## config.mk

```make
export PLATFORM = sky130hd
export DESIGN_NAME = narrow2wide_pack
export DESIGN_NICKNAME = d
export VERILOG_FILES = /design/src/rtl/n2w_pkg.sv /design/src/rtl/n2w_out_reg.sv /design/src/rtl/narrow2wide_pack.sv
export SDC_FILE = /design/constraint.sdc
export NUM_CORES = 1
export LEC_CHECK = 0
export BUFFER_PORTS_ARGS = -buffer_cell sky130_fd_sc_hd__buf_2
export CAP_MARGIN = 20
export CORE_MARGIN = 2
export CORE_UTILIZATION = 57
export CTS_BUF_LIST = sky130_fd_sc_hd__clkbuf_2 sky130_fd_sc_hd__clkbuf_4 sky130_fd_sc_hd__clkbuf_8
export DETAILED_ROUTE_END_ITERATION = 10
export GPL_TIMING_DRIVEN = 0
export PLACE_DENSITY = 0.91
export SETUP_SLACK_MARGIN = 0.3
export SYNTH_ARGS = -nofsm -noshare
export SYNTH_HDL_FRONTEND = slang
export SYNTH_SLANG_ARGS = --single-unit
```

## constraint.sdc

```tcl
create_clock -name clk -period 3.5 [get_ports clk]
set_clock_uncertainty 0.1 [all_clocks]
set_input_delay 0.35 -clock clk [delete_from_list [all_inputs] [get_ports clk]]
set_output_delay 0.35 -clock clk [all_outputs]
set_load 0.01 [all_outputs]
```

## src/rtl/n2w_pkg.sv

```systemverilog
// Shared constants and helpers for the narrow-to-wide beat packer.
// Pure package: no logic, no latency, no backpressure of its own.
// Used by narrow2wide_pack and n2w_out_reg.
package n2w_pkg;

    localparam int N2W_NW_DEF    = 4;
    localparam int N2W_RATIO_DEF = 2;

    // Counter width for 0..n-1, never narrower than one bit.
    function automatic int clog2(input int n);
        int r;
        r = 1;
        for (int i = 1; i < 31; i++) begin
            if ((1 << i) < n) r = i + 1;
        end
        return r;
    endfunction

    // n ones in the low bits; callers cast down to their lane count.
    function automatic logic [31:0] keep_therm(input int n);
        logic [31:0] m;
        m = '0;
        for (int i = 0; i < 32; i++) begin
            if (i < n) m[i] = 1'b1;
        end
        return m;
    endfunction

endpackage

```

## src/rtl/n2w_out_reg.sv

```systemverilog
// One-entry output holding register for the packed word.
// Latency: loaded word visible the cycle after the load edge.
// Backpressure: can_load is low while a word is held and out_ready is low.
module n2w_out_reg #(
    parameter int WW    = 8,
    parameter int RATIO = 2
) (
    input  logic             clk,
    input  logic             rst_n,
    input  logic             load,
    input  logic [WW-1:0]    load_data,
    input  logic [RATIO-1:0] load_keep,
    input  logic             load_last,
    output logic             can_load,
    output logic [WW-1:0]    out_data,
    output logic [RATIO-1:0] out_keep,
    output logic             out_last,
    output logic             out_valid,
    input  logic             out_ready
);

    assign can_load = !out_valid || out_ready;

    // A load on the same edge as a drain replaces the word without a bubble.
    always_ff @(posedge clk) begin
        if (!rst_n) begin
            out_valid <= 1'b0;
            out_data  <= '0;
            out_keep  <= '0;
            out_last  <= 1'b0;
        end else if (load) begin
            out_valid <= 1'b1;
            out_data  <= load_data;
            out_keep  <= load_keep;
            out_last  <= load_last;
        end else if (out_ready) begin
            out_valid <= 1'b0;
        end
    end

endmodule

```

## src/rtl/narrow2wide_pack.sv

```systemverilog
// Packs RATIO narrow beats into one wide word; in_last flushes a zero-padded partial word.
// Latency: word valid one cycle after its completing beat. Optional N2W_WORD_CNT_EN adds word_cnt.
// Backpressure: in_ready = !out_valid || out_ready; a held word stalls the input.
module narrow2wide_pack
    import n2w_pkg::*;
#(
    parameter int NW        = N2W_NW_DEF,
    parameter int RATIO     = N2W_RATIO_DEF,
    parameter int MSB_FIRST = 1
) (
    input  logic                clk,
    input  logic                rst_n,
    input  logic [NW-1:0]       in_data,
    input  logic                in_valid,
    input  logic                in_last,
    output logic                in_ready,
    output logic [NW*RATIO-1:0] out_data,
    output logic [RATIO-1:0]    out_keep,
    output logic                out_last,
    output logic                out_valid,
    input  logic                out_ready
`ifdef N2W_WORD_CNT_EN
    ,
    output logic [15:0]         word_cnt
`endif
);

    localparam int WW = NW * RATIO;
    localparam int CW = clog2(RATIO);

    logic [CW-1:0]    cnt;
    logic [WW-1:0]    acc;
    logic [WW-1:0]    merged;
    logic [RATIO-1:0] keep_new;
    logic             accept;
    logic             complete;

    assign accept   = in_valid && in_ready;
    assign complete = accept && (in_last || (cnt == CW'(RATIO - 1)));
    assign keep_new = RATIO'(keep_therm(int'(cnt) + 1));

    // Lanes past cnt are still zero in acc, so a flushed partial word is padded.
    always_comb begin
        merged = acc;
        for (int k = 0; k < RATIO; k++) begin
            if (CW'(k) == cnt) begin
                if (MSB_FIRST != 0) merged[WW-1-k*NW -: NW] = in_data;
                else                merged[k*NW +: NW]      = in_data;
            end
        end
    end

    always_ff @(posedge clk) begin
        if (!rst_n) begin
            cnt <= '0;
            acc <= '0;
        end else if (accept) begin
            if (complete) begin
                cnt <= '0;
                acc <= '0;
            end else begin
                cnt <= cnt + CW'(1);
                acc <= merged;
            end
        end
    end

    n2w_out_reg #(
        .WW    (WW),
        .RATIO (RATIO)
    ) u_out_reg (
        .clk       (clk),
        .rst_n     (rst_n),
        .load      (complete),
        .load_data (merged),
        .load_keep (keep_new),
        .load_last (in_last),
        .can_load  (in_ready),
        .out_data  (out_data),
        .out_keep  (out_keep),
        .out_last  (out_last),
        .out_valid (out_valid),
        .out_ready (out_ready)
    );

`ifdef N2W_WORD_CNT_EN
    always_ff @(posedge clk) begin
        if (!rst_n)                      word_cnt <= '0;
        else if (out_valid && out_ready) word_cnt <= word_cnt + 16'd1;
    end
`endif

endmodule

```

==> metrics.md, run 1 <==
| Metric | Value |
|---|---|
| Multi-input gate area in the final layout | roughly 420 µm² |
| Cell Rows | 14 |
| Synth area leaders | dfxtp_1, mux2_2, mux2i_1, nand2_1, a21boi_0 |
| P&R area growth vs syn | 17.4% |
| Die ar. | between 0.0015 and 0.002 mm² |
| Slowest CP cell | dfxtp_1 |
| Vias in the first global route | 742 |
| Biggest cell delay along the critical path | around 0.34 ns |
| Startpoint type of the worst setup path | flip-flop |
| WP buf/inv | 3 |
| Top-area cell type share of the netlist area | between 40% and 50% |
| Setup crit end kind | output pin |
| Clock buffer depth | 2 |
| Hold WC Path Type | in -> reg |
| Final Power | 445 µW |
| YS warnings | 0 |
| I/O Buffers | 21 |
| CP delay by family, top | buffers and inverters |
| WP data required | 3.05 ns |
| PostCTS Resize Cnt | 0 |
| Fmax | 513 MHz |
| Final Core Density | 70.3% |
| HP Start | in_last |
| Gr usage total | about 22% |
| Critical path class | reg -> out |
| TritonCTS buffer count | 3 |
| Final WS setup | between 1.5 and 2 ns |
| Layout cells sized above 1 | 30.3% |
| R2R Path Start | u_out_reg.out_valid$_SDFFE_PN0P_ |
| Worst-Margin Slew | 0.436 ns |
| Number of antenna repair diodes | 0 |
| Routed Antenna Nets | 0 |
| Outcome | completed |
| Initial antenna violation count | 0 |
| Pint | roughly 330 µW |
| Crit. Startpoint | u_out_reg.out_valid$_SDFFE_PN0P_ |
| Clock share of power | ~28% |
| Initial DRC Count | 28 |
| Place WS | around 1.8 ns |
| DRT Wirelength | 1840 µm |
| Critical path peak fanout | 10 |
| Gate power share | ~15% |
| Fillers | 120 |
| Tmin final | 1.95 ns |
| First-pass iteration count of the detailed router | 4 |
| P per Cell Area | roughly 430 mW/mm² |
| RSZ-0062 raised after global routing | no |
| Period utilisation layout | 55.7% |
| Hold Fails Final Rpt | 0 |
| Clk sink count | 21 |
| Sw Pwr | 114 µW |
| Critical-path cell list | nor2b_1 > inv_1 > clkbuf_1 > buf_2 |
| Die Width | 43.5 µm |
| Synthesized Nets | 103 |
| Mapped Cells | 94 |
| Final Slew Violations | 0 |
| Setup TNS | 0 ns |
| Core area | 0.00149 mm² |
| Leakage power total | 0.510 nW |
| Total of max-cap violations | 0 |
| Via count | between 700 and 800 |
| Gpl congestion | between 0.8 and 0.9 |
| Sw frac | between 20% and 30% |
| CTS tree | built |
| DRC | 0 |
| Worst-skew pair later-pin latency | 0.30 ns |
| Placed cell count | 131 |
| First-pass GRT wire length | 3120 µm |
| Setup Buffers After CTS | 0 |
| Most frequent cells in the layout | buf_2, dfxtp_1, nand2_1 |
| Commonest non-fill, non-tap cell in the layout | buf_2 |
| Max_slew headroom | between 70% and 80% |
| Starting Density | 59.8% |
| Yosys reg bits | 21 |
| Worst VDD drop | 0.313 mV |
| Area leader, netlist | dfxtp_1 |
| DP Wirelength | 1340 µm |
| Largest net degree at the start of global routing | 12 |
| H-Tree Depth | 1 |
| Register area share after synthesis | a little under half |
| Post-DR wirelength/cell | approximately 14 µm |
| Storage cell area | 420 µm² |
| Yosys cell types | 21 |
| Post-synth design cell area | 891 µm² |
| WP data arrival | approximately 1.5 ns |
| Number of vias per cell | 5.74 |
| Synthesized area per cell | 9.48 µm² |
| Die Y | 43.5 µm |
| Reg clk slew, reported paths | 0.12 ns |
| I/O pin count | 22 |
| Root Buffer | clkbuf_4 |
| Final setup viols | 0 |
| Non-Filler Instances | 135 |
| Hold buffer count at CTS | 0 |
| # nets final | 129 |
| Part of the power in registers | between 50% and 60% |
| Total congestion overflow | 0 |
==> power groups by stage <==
stage	Combinational (mW)	Clock, mW	Sequential, mW
floorplan	0.0398	0	0.262
global placement	0.0638	0	0.259
detailed placement	0.0659	0	0.259
CTS	0.0662	0.124	0.254
global route	0.0725	0.134	0.255
finish	0.0660	0.125	0.254
==> cells in the mapped netlist <==
cell / n
and3_1: 4
a21boi_1: 1
mux2_2: 8
or3_1: 1
inv_1: 2
buf_6: 1
o21ai_0: 5
nand2_1: 18
inv_2: 1
a21boi_0: 5
a21oi_1: 1
mux2i_1: 8
and3b_1: 1
a31oi_1: 2
a41o_1: 2
nor2_1: 1
clkbuf_1: 6
nand4_1: 4
buf_2: 1
nor2b_1: 1
dfxtp_1: 21
==> worst paths after layout <==
path / slack, ns / depth (start not counted) / endpoint
setup reg to reg: 1.92 / 5 / u_out_reg.out_data[6]$_SDFFE_PN0P_
setup / recovery: 1.55 / 4 / in_ready
hold / removal: 0.24 / 2 / u_out_reg.out_last$_SDFFE_PN0P_
hold reg to reg: 0.35 / 2 / u_out_reg.out_keep[0]$_SDFFE_PN0P_
==> registers in the layout, indices dropped and copies added (netlist names) <==
signal,flops
acc,8
cnt,1
u_out_reg.out_data,8
u_out_reg.out_keep,2
u_out_reg.out_last,1
u_out_reg.out_valid,1
==> metal layers <==
layer | wire length [µm] | track usage, % | up-vias
met1 | 781 | 26.6 | 362
li1 | - | - | 375
met3 | 137 | 4.17 | 3
met2 | 904 | 38.2 | 35
met4 | 14 | 7.27 | 0
met5 | 0 | 0 | -
==> through the flow <==
step                      instance area (µm²)  hold WS, ns
after global routing                     1050        0.237
after CTS                                1050        0.243
after floorplan                           891        0.349
after detailed placement                 1020        0.334
final                                    1050        0.238
after global placement                   1020        0.328
==> layout make-up <==
cell class,count,area share (%)
Clock buffer,4,2.87
Inverter,3,1.08
Tap cell,16,1.91
Timing Repair Buffer,21,10.0
Buffer,8,3.71
Sequential cell,21,40.2
Multi-Input combinational cell,62,40.2
==> cell families after synthesis <==
kind of cell / Yosys count / synth area share [%]
and+or+nand+nor: 30 / 16.0
DFF: 21 / 47.2
AOI/OAI and AO/OA: 16 / 12.1
muxes: 16 / 19.1
buffers and inverters: 11 / 5.62
(Power assumes the default switching activity.)
==> run 2, diff against run 1 <==
--- a/config.mk
+++ b/config.mk
@@ -8,11 +8,11 @@
 export BUFFER_PORTS_ARGS = -buffer_cell sky130_fd_sc_hd__buf_2
 export CAP_MARGIN = 20
 export CORE_MARGIN = 2
-export CORE_UTILIZATION = 57
+export CORE_UTILIZATION = 48
 export CTS_BUF_LIST = sky130_fd_sc_hd__clkbuf_2 sky130_fd_sc_hd__clkbuf_4 sky130_fd_sc_hd__clkbuf_8
 export DETAILED_ROUTE_END_ITERATION = 10
 export GPL_TIMING_DRIVEN = 0
-export PLACE_DENSITY = 0.91
+export PLACE_DENSITY = 0.82
 export SETUP_SLACK_MARGIN = 0.3
 export SYNTH_ARGS = -nofsm -noshare
 export SYNTH_HDL_FRONTEND = slang
==> constraint.sdc (replaced) <==
create_clock -name clk -period 1.58 [get_ports clk]
set_clock_uncertainty 0.1 [all_clocks]
set_input_delay 0.158 -clock clk [delete_from_list [all_inputs] [get_ports clk]]
set_output_delay 0.158 -clock clk [all_outputs]
set_load 0.01 [all_outputs]
==> run 2 against run 1 <==
Non-clock buffer count increased by 7. First-iteration DRC count increased by 25%. Global-route usage decreased by 2.1 points. Cell count increased by 12%. Sequential cell count unchanged. Worst setup slack got worse by 1.4 ns. Clock power increased by 110%. Via count increased by 3.6%. Wire length increased by 14%. Critical path type is now reg -> reg. Largest cell class is now multi-input gates. Highest routed layer unchanged.
==> metrics.md, run 2 (synthesis results as in run 1) <==
| Metric | Value |
|---|---|
| Outcome | completed |
| Final setup viols | 0 |
| Root Buffer | clkbuf_4 |
| Met3 wire length | 129 µm |
| Hold Fails Final Rpt | 0 |
| Most frequent cells in the layout | buf_2, dfxtp_1, nand2_1 |
| TritonCTS buffer count | 3 |
| Critical path peak fanout | 6 |
| DRC | 0 |
| Multi-input gate area in the final layout | 439 µm² |
| Largest net degree at the start of global routing | 13 |
| I/O Buffers | 21 |
| Cell Rows | 15 |
| Setup crit end kind | flip-flop |
| Critical path class | reg -> reg |
| Tmin final | 1.44 ns |
| Critical-path cell list | nor2b_4 > or3_4 > buf_6 > clkbuf_16 > mux2i_1 |
| Total congestion overflow | 0 |
| Hold buffer count at CTS | 0 |
| First-pass GRT wire length | 3020 µm |
| Commonest non-fill, non-tap cell in the layout | buf_2 |
| DR WL met2 | 1010 µm |
| I/O pin count | 22 |
| Worst-Margin Slew | 0.428 ns |
| WL met1 | 893 µm |
| P&R area growth vs syn | 32.4% |
| Die Width | 47.1 µm |
| Slowest CP cell | or3_4 |
| RSZ-0062 raised after global routing | yes |
| DP Wirelength | 1280 µm |
| Max_slew headroom | 71.4% |
| Worst-skew pair later-pin latency | 0.32 ns |
| CTS tree | built |
| Die Y | ~47 µm |
| Storage cell area | approximately 420 µm² |
| Largest regs | acc (8), u_out_reg.out_data (8), u_out_reg.out_keep (2) |
| Period utilisation layout | 91.0% |
| Worst VDD drop | approximately 0.65 mV |
| # nets final | 136 |
| First-pass iteration count of the detailed router | 4 |
| Biggest cell delay along the critical path | roughly 0.36 ns |
| Post-DR wirelength/cell | 13.9 µm |
| H-Tree Depth | 1 |
| Initial DRC Count | 35 |
| DRT Wirelength | roughly 2100 µm |
| Leakage power total | 0.572 nW |
| WP data required | about 1.7 ns |
| Hold WS | 0.0397 ns |
| Startpoint type of the worst setup path | flip-flop |
| P per Cell Area | ~860 mW/mm² |
| Vias in the first global route | 688 |
| Total of max-cap violations | 0 |
| Fillers | roughly 140 |
| Setup TNS | 0 ns |
| Core area | 0.00175 mm² |
| Gr usage total | between 10% and 20% |
| Clock buffer depth | 2 |
| Hold WC Path Type | in -> reg |
| Number of antenna repair diodes | 0 |
| Clk sink count | 21 |
| Final Slew Violations | 0 |
| Initial antenna violation count | 0 |
| Routed Antenna Nets | 0 |
| Fmax | 695 MHz |
| Gpl congestion | 0.783 |
| Die ar. | 0.00222 mm² |
| Max Used Layer | met4 |
| Number of vias per cell | 5.32 |
| Final WS setup | 0.142 ns |
| Via count | 803 |
| Starting Density | between 50% and 60% |
| Layout cells sized above 1 | 41.3% |
| WP data arrival | 1.55 ns |
| Final Core Density | 67.6% |
| Place WS | 0.118 ns |
| Reg clk slew, reported paths | 0.12 ns |
run 2: cell count changes in the layout (fill, tap and decap cells not counted), moves of 2 or more:
cell      delta
buf_4        +6
clkbuf_1     -2
dfxtp_1      -2
dfxtp_2      +2
run 2: worst max-delay path: cells and delay by family (launching register included):
kind	cells	cell delay, ns
buffers and inverters	2	0.29
DFF	1	0.34
muxes	1	0.11
and+or+nand+nor	2	0.49
run 2: report_power, final:
group | leakage (nW) | switching [mW] | internal, mW | total [mW]
clock network | 0.0177 | 0.173 | 0.0949 | 0.267
registers | 0.172 | 0.0116 | 0.552 | 0.564
logic | 0.383 | 0.0901 | 0.0970 | 0.187
run 2: layout make-up:
cell class	count	share of cell area (%)
Multi-Input combinational cell	62	37.2
Clock inverter	1	0.424
Inverter	3	0.954
Sequential cell	21	35.8
Clock buffer	3	1.91
Tap cell	25	2.65
Buffer	8	5.62
Timing Repair Buffer	28	15.4
run 2: repair_timing:
action                                  4_1_cts  5_1_grt
hold endpoints to repair                      0        0
setup buffers                                 0        6
pin swaps                                     0        1
endpoints found under the setup margin       15       15
gates resized for setup                       6        8
cloned                                        0        1
run 2: stage by stage:
step	total power [mW]	cell area (µm²)	std cells
final	1.02	1180	151
after detailed placement	0.722	1040	140
after global placement	0.718	1040	140
after floorplan	0.672	902	94
after global routing	1.06	1180	151
after CTS	0.986	1080	144
run 2: per-layer routing:
metal  GRT usage [%]  vias up
li1                -      394
met2            29.3       31
met3            3.85        8
met1            26.1      370
met4            11.7        0
met5               0        -
run 2: worst paths after layout:
check	cells past startpoint	endpoint	slack, ns	from
worst min register to register	2	u_out_reg.out_keep[0]$_SDFFE_PN0P_	0.36	u_out_reg.out_keep[0]$_SDFFE_PN0P_
worst max-delay path	5	u_out_reg.out_data[4]$_SDFFE_PN0P_	0.14	u_out_reg.out_valid$_SDFFE_PN0P_
worst min-delay path	3	acc[6]$_SDFFE_PN0P_	0.04	in_data[2]
worst max register to register	5	u_out_reg.out_data[4]$_SDFFE_PN0P_	0.14	u_out_reg.out_valid$_SDFFE_PN0P_
==> run 3, diff against run 2 <==
--- a/config.mk
+++ b/config.mk
@@ -7,8 +7,9 @@
 export LEC_CHECK = 0
 export BUFFER_PORTS_ARGS = -buffer_cell sky130_fd_sc_hd__buf_2
 export CAP_MARGIN = 20
-export CORE_MARGIN = 2
-export CORE_UTILIZATION = 48
+export CELL_PAD_IN_SITES_DETAIL_PLACEMENT = 0
+export CELL_PAD_IN_SITES_GLOBAL_PLACEMENT = 1
+export CORE_UTILIZATION = 36
 export CTS_BUF_LIST = sky130_fd_sc_hd__clkbuf_2 sky130_fd_sc_hd__clkbuf_4 sky130_fd_sc_hd__clkbuf_8
 export DETAILED_ROUTE_END_ITERATION = 10
 export GPL_TIMING_DRIVEN = 0
==> run 3 against run 2 <==
Wire length is 9.0% lower. Sequential power barely moved. Die area rose by 21%. Fmax down 0.59%. Critical path depth unchanged. Utilization shrank 17 points. Count of clock-buffer cells in the layout up 1. Highest routed layer unchanged.
==> metrics.md, run 3 (synthesis results as in run 1) <==
| Metric | Value |
|---|---|
| Largest net degree at the start of global routing | 12 |
| Routed Antenna Nets | 0 |
| Most frequent cells in the layout | buf_2, dfxtp_1, nand2_1 |
| Part of the power in registers | 55.4% |
| Cell Rows | 17 |
| I/O pin count | 22 |
| Clock buffer depth | 2 |
| DP Wirelength | 1290 µm |
| Layout cells sized above 1 | 39.0% |
| WP data arrival | between 1.5 and 2 ns |
| Initial antenna violation count | 0 |
| Core area | 0.00228 mm² |
| Startpoint type of the worst setup path | flip-flop |
| I/O Buffers | 21 |
| Max_slew headroom | 70.4% |
| Setup crit end kind | flip-flop |
| Die Width | 51.7 µm |
| Starting Density | between 30% and 40% |
| Via count | 747 |
| Root Buffer | clkbuf_4 |
| Leakage power total | ~0.56 nW |
| Final Core Density | around 51% |
| Multi-input gate area in the final layout | ~440 µm² |
| Sw Pwr | 256 µW |
| Storage cell area | 423 µm² |
| Die ar. | approximately 0.0027 mm² |
| TritonCTS buffer count | 3 |
| Number of vias per cell | 4.95 |
| WP data required | 1.68 ns |
| Gate power share | 17.6% |
| Commonest non-fill, non-tap cell in the layout | buf_2 |
| Clk sink count | 21 |
| Gpl congestion | 0.741 |
| Post-DR wirelength/cell | between 10 and 15 µm |
| Hold WC Path Type | in -> reg |
| Vias in the first global route | about 700 |
| RSZ-0062 raised after global routing | yes |
| First-pass GRT wire length | 3100 µm |
| Largest regs | acc (8), u_out_reg.out_data (8), u_out_reg.out_keep (2) |
| H-Tree Depth | 1 |
| R2r worst-path depth | 5 |
| Cell area after placement | 0.00104 mm² |
| P per Cell Area | 878 mW/mm² |
| Final Power | 1.02 mW |
| P&R area growth vs syn | 30.1% |
| Total of max-cap violations | 0 |
| Worst hold stages | 2 |
| Die Y | 51.7 µm |
| Critical path class | reg -> reg |
| Worst-Margin Slew | ~0.44 ns |
| Design area | roughly 0.0012 mm² |
| Fillers | 213 |
| Hold buffer count at CTS | 0 |
| Pint | 761 µW |
| First-pass iteration count of the detailed router | 4 |
| Period utilisation layout | between 90% and 100% |
| DRT Wirelength | 1910 µm |
| Outcome | completed |
| # nets final | between 100 and 150 |
| Hold Fails Final Rpt | 0 |
| Tmin final | 1.45 ns |
| Number of antenna repair diodes | 0 |
| Setup TNS | 0 ns |
| Sw frac | between 20 and 30% |
| Final Slew Violations | 0 |
| Worst VDD drop | 0.425 mV |
| Total congestion overflow | 0 |
| Hold WS | 0.0454 ns |
| Gr usage total | 16.0% |
| DRC | 0 |
| Initial DRC Count | 25 |
| Final setup viols | 0 |
| CTS tree | built |
| Clock share of power | 27.0% |
| Worst-skew pair later-pin latency | 0.30 ns |
| Reg clk slew, reported paths | 0.11 ns |
| Critical path peak fanout | 6 |
| Fmax | slightly below 700 MHz |
==> run 3: cell count changes in the layout (fill, tap and decap cells not counted) <==
cell      change
buf_4         -3
a21boi_1      +1
a21boi_2      -1
and3_1        -1
and3_4        +1
buf_2         +1
buf_6         -1
clkbuf_4      +1
clkinv_2      -1
inv_1         +1
inv_2         -1
==> run 3: final timing paths <==
| check | from | end | slack (ns) |
|---|---|---|---|
| setup / recovery | u_out_reg.out_valid$_SDFFE_PN0P_ | u_out_reg.out_data[7]$_SDFFE_PN0P_ | 0.13 |
| hold reg to reg | u_out_reg.out_keep[0]$_SDFFE_PN0P_ | u_out_reg.out_keep[0]$_SDFFE_PN0P_ | 0.35 |
| hold / removal | in_last | u_out_reg.out_last$_SDFFE_PN0P_ | 0.05 |
| setup reg to reg | u_out_reg.out_valid$_SDFFE_PN0P_ | u_out_reg.out_data[7]$_SDFFE_PN0P_ | 0.13 |
==> run 3: power groups by stage <==
stage / registers, mW / logic, mW / clock network (mW)
finish: 0.563 / 0.179 / 0.275
global route: 0.567 / 0.194 / 0.303
CTS: 0.563 / 0.161 / 0.282
floorplan: 0.582 / 0.0904 / 0
detailed placement: 0.575 / 0.149 / 0
global placement: 0.573 / 0.147 / 0
==> run 3: stage by stage <==
step,std cells,setup WS (ns)
after floorplan,94,0.191
after global placement,143,0.143
after detailed placement,143,0.137
after CTS,150,0.139
after global routing,151,0.115
final,151,0.133
==> run 3: timing repair <==
action | CTS | global route
setup endpoints to repair | 15 | 17
cloned | 0 | 1
buffers inserted | 3 | 0
gates resized for setup | 5 | 6
pin swaps | 0 | 1
==> run 3: critical path: stages (launching register included) <==
cell and delay (ns):
dfxtp_2 0.33, nor2b_4 0.12, or3_4 0.38, buf_8 0.14, clkbuf_16 0.15, mux2i_1 0.11
==> run 3: final cells by class <==
type                       instances  share of cell area, %
multi-input combinational         62                   38.0
sequential                        21                   36.5
timing repair buffer              25                   13.2
buffer                             8                   5.72
tap                               28                   3.02
inverter                           3                  0.972
clock buffer                       4                   2.59
==> run 3: metal layers <==
metal | vias up | GRT usage (%) | share of wire (%)
li1 | 382 | - | -
met1 | 344 | 20.7 | 48
met2 | 17 | 26.2 | 48
met3 | 4 | 2.63 | 3.1
met4 | 0 | 6.31 | 1.3
met5 | - | 0 | 0
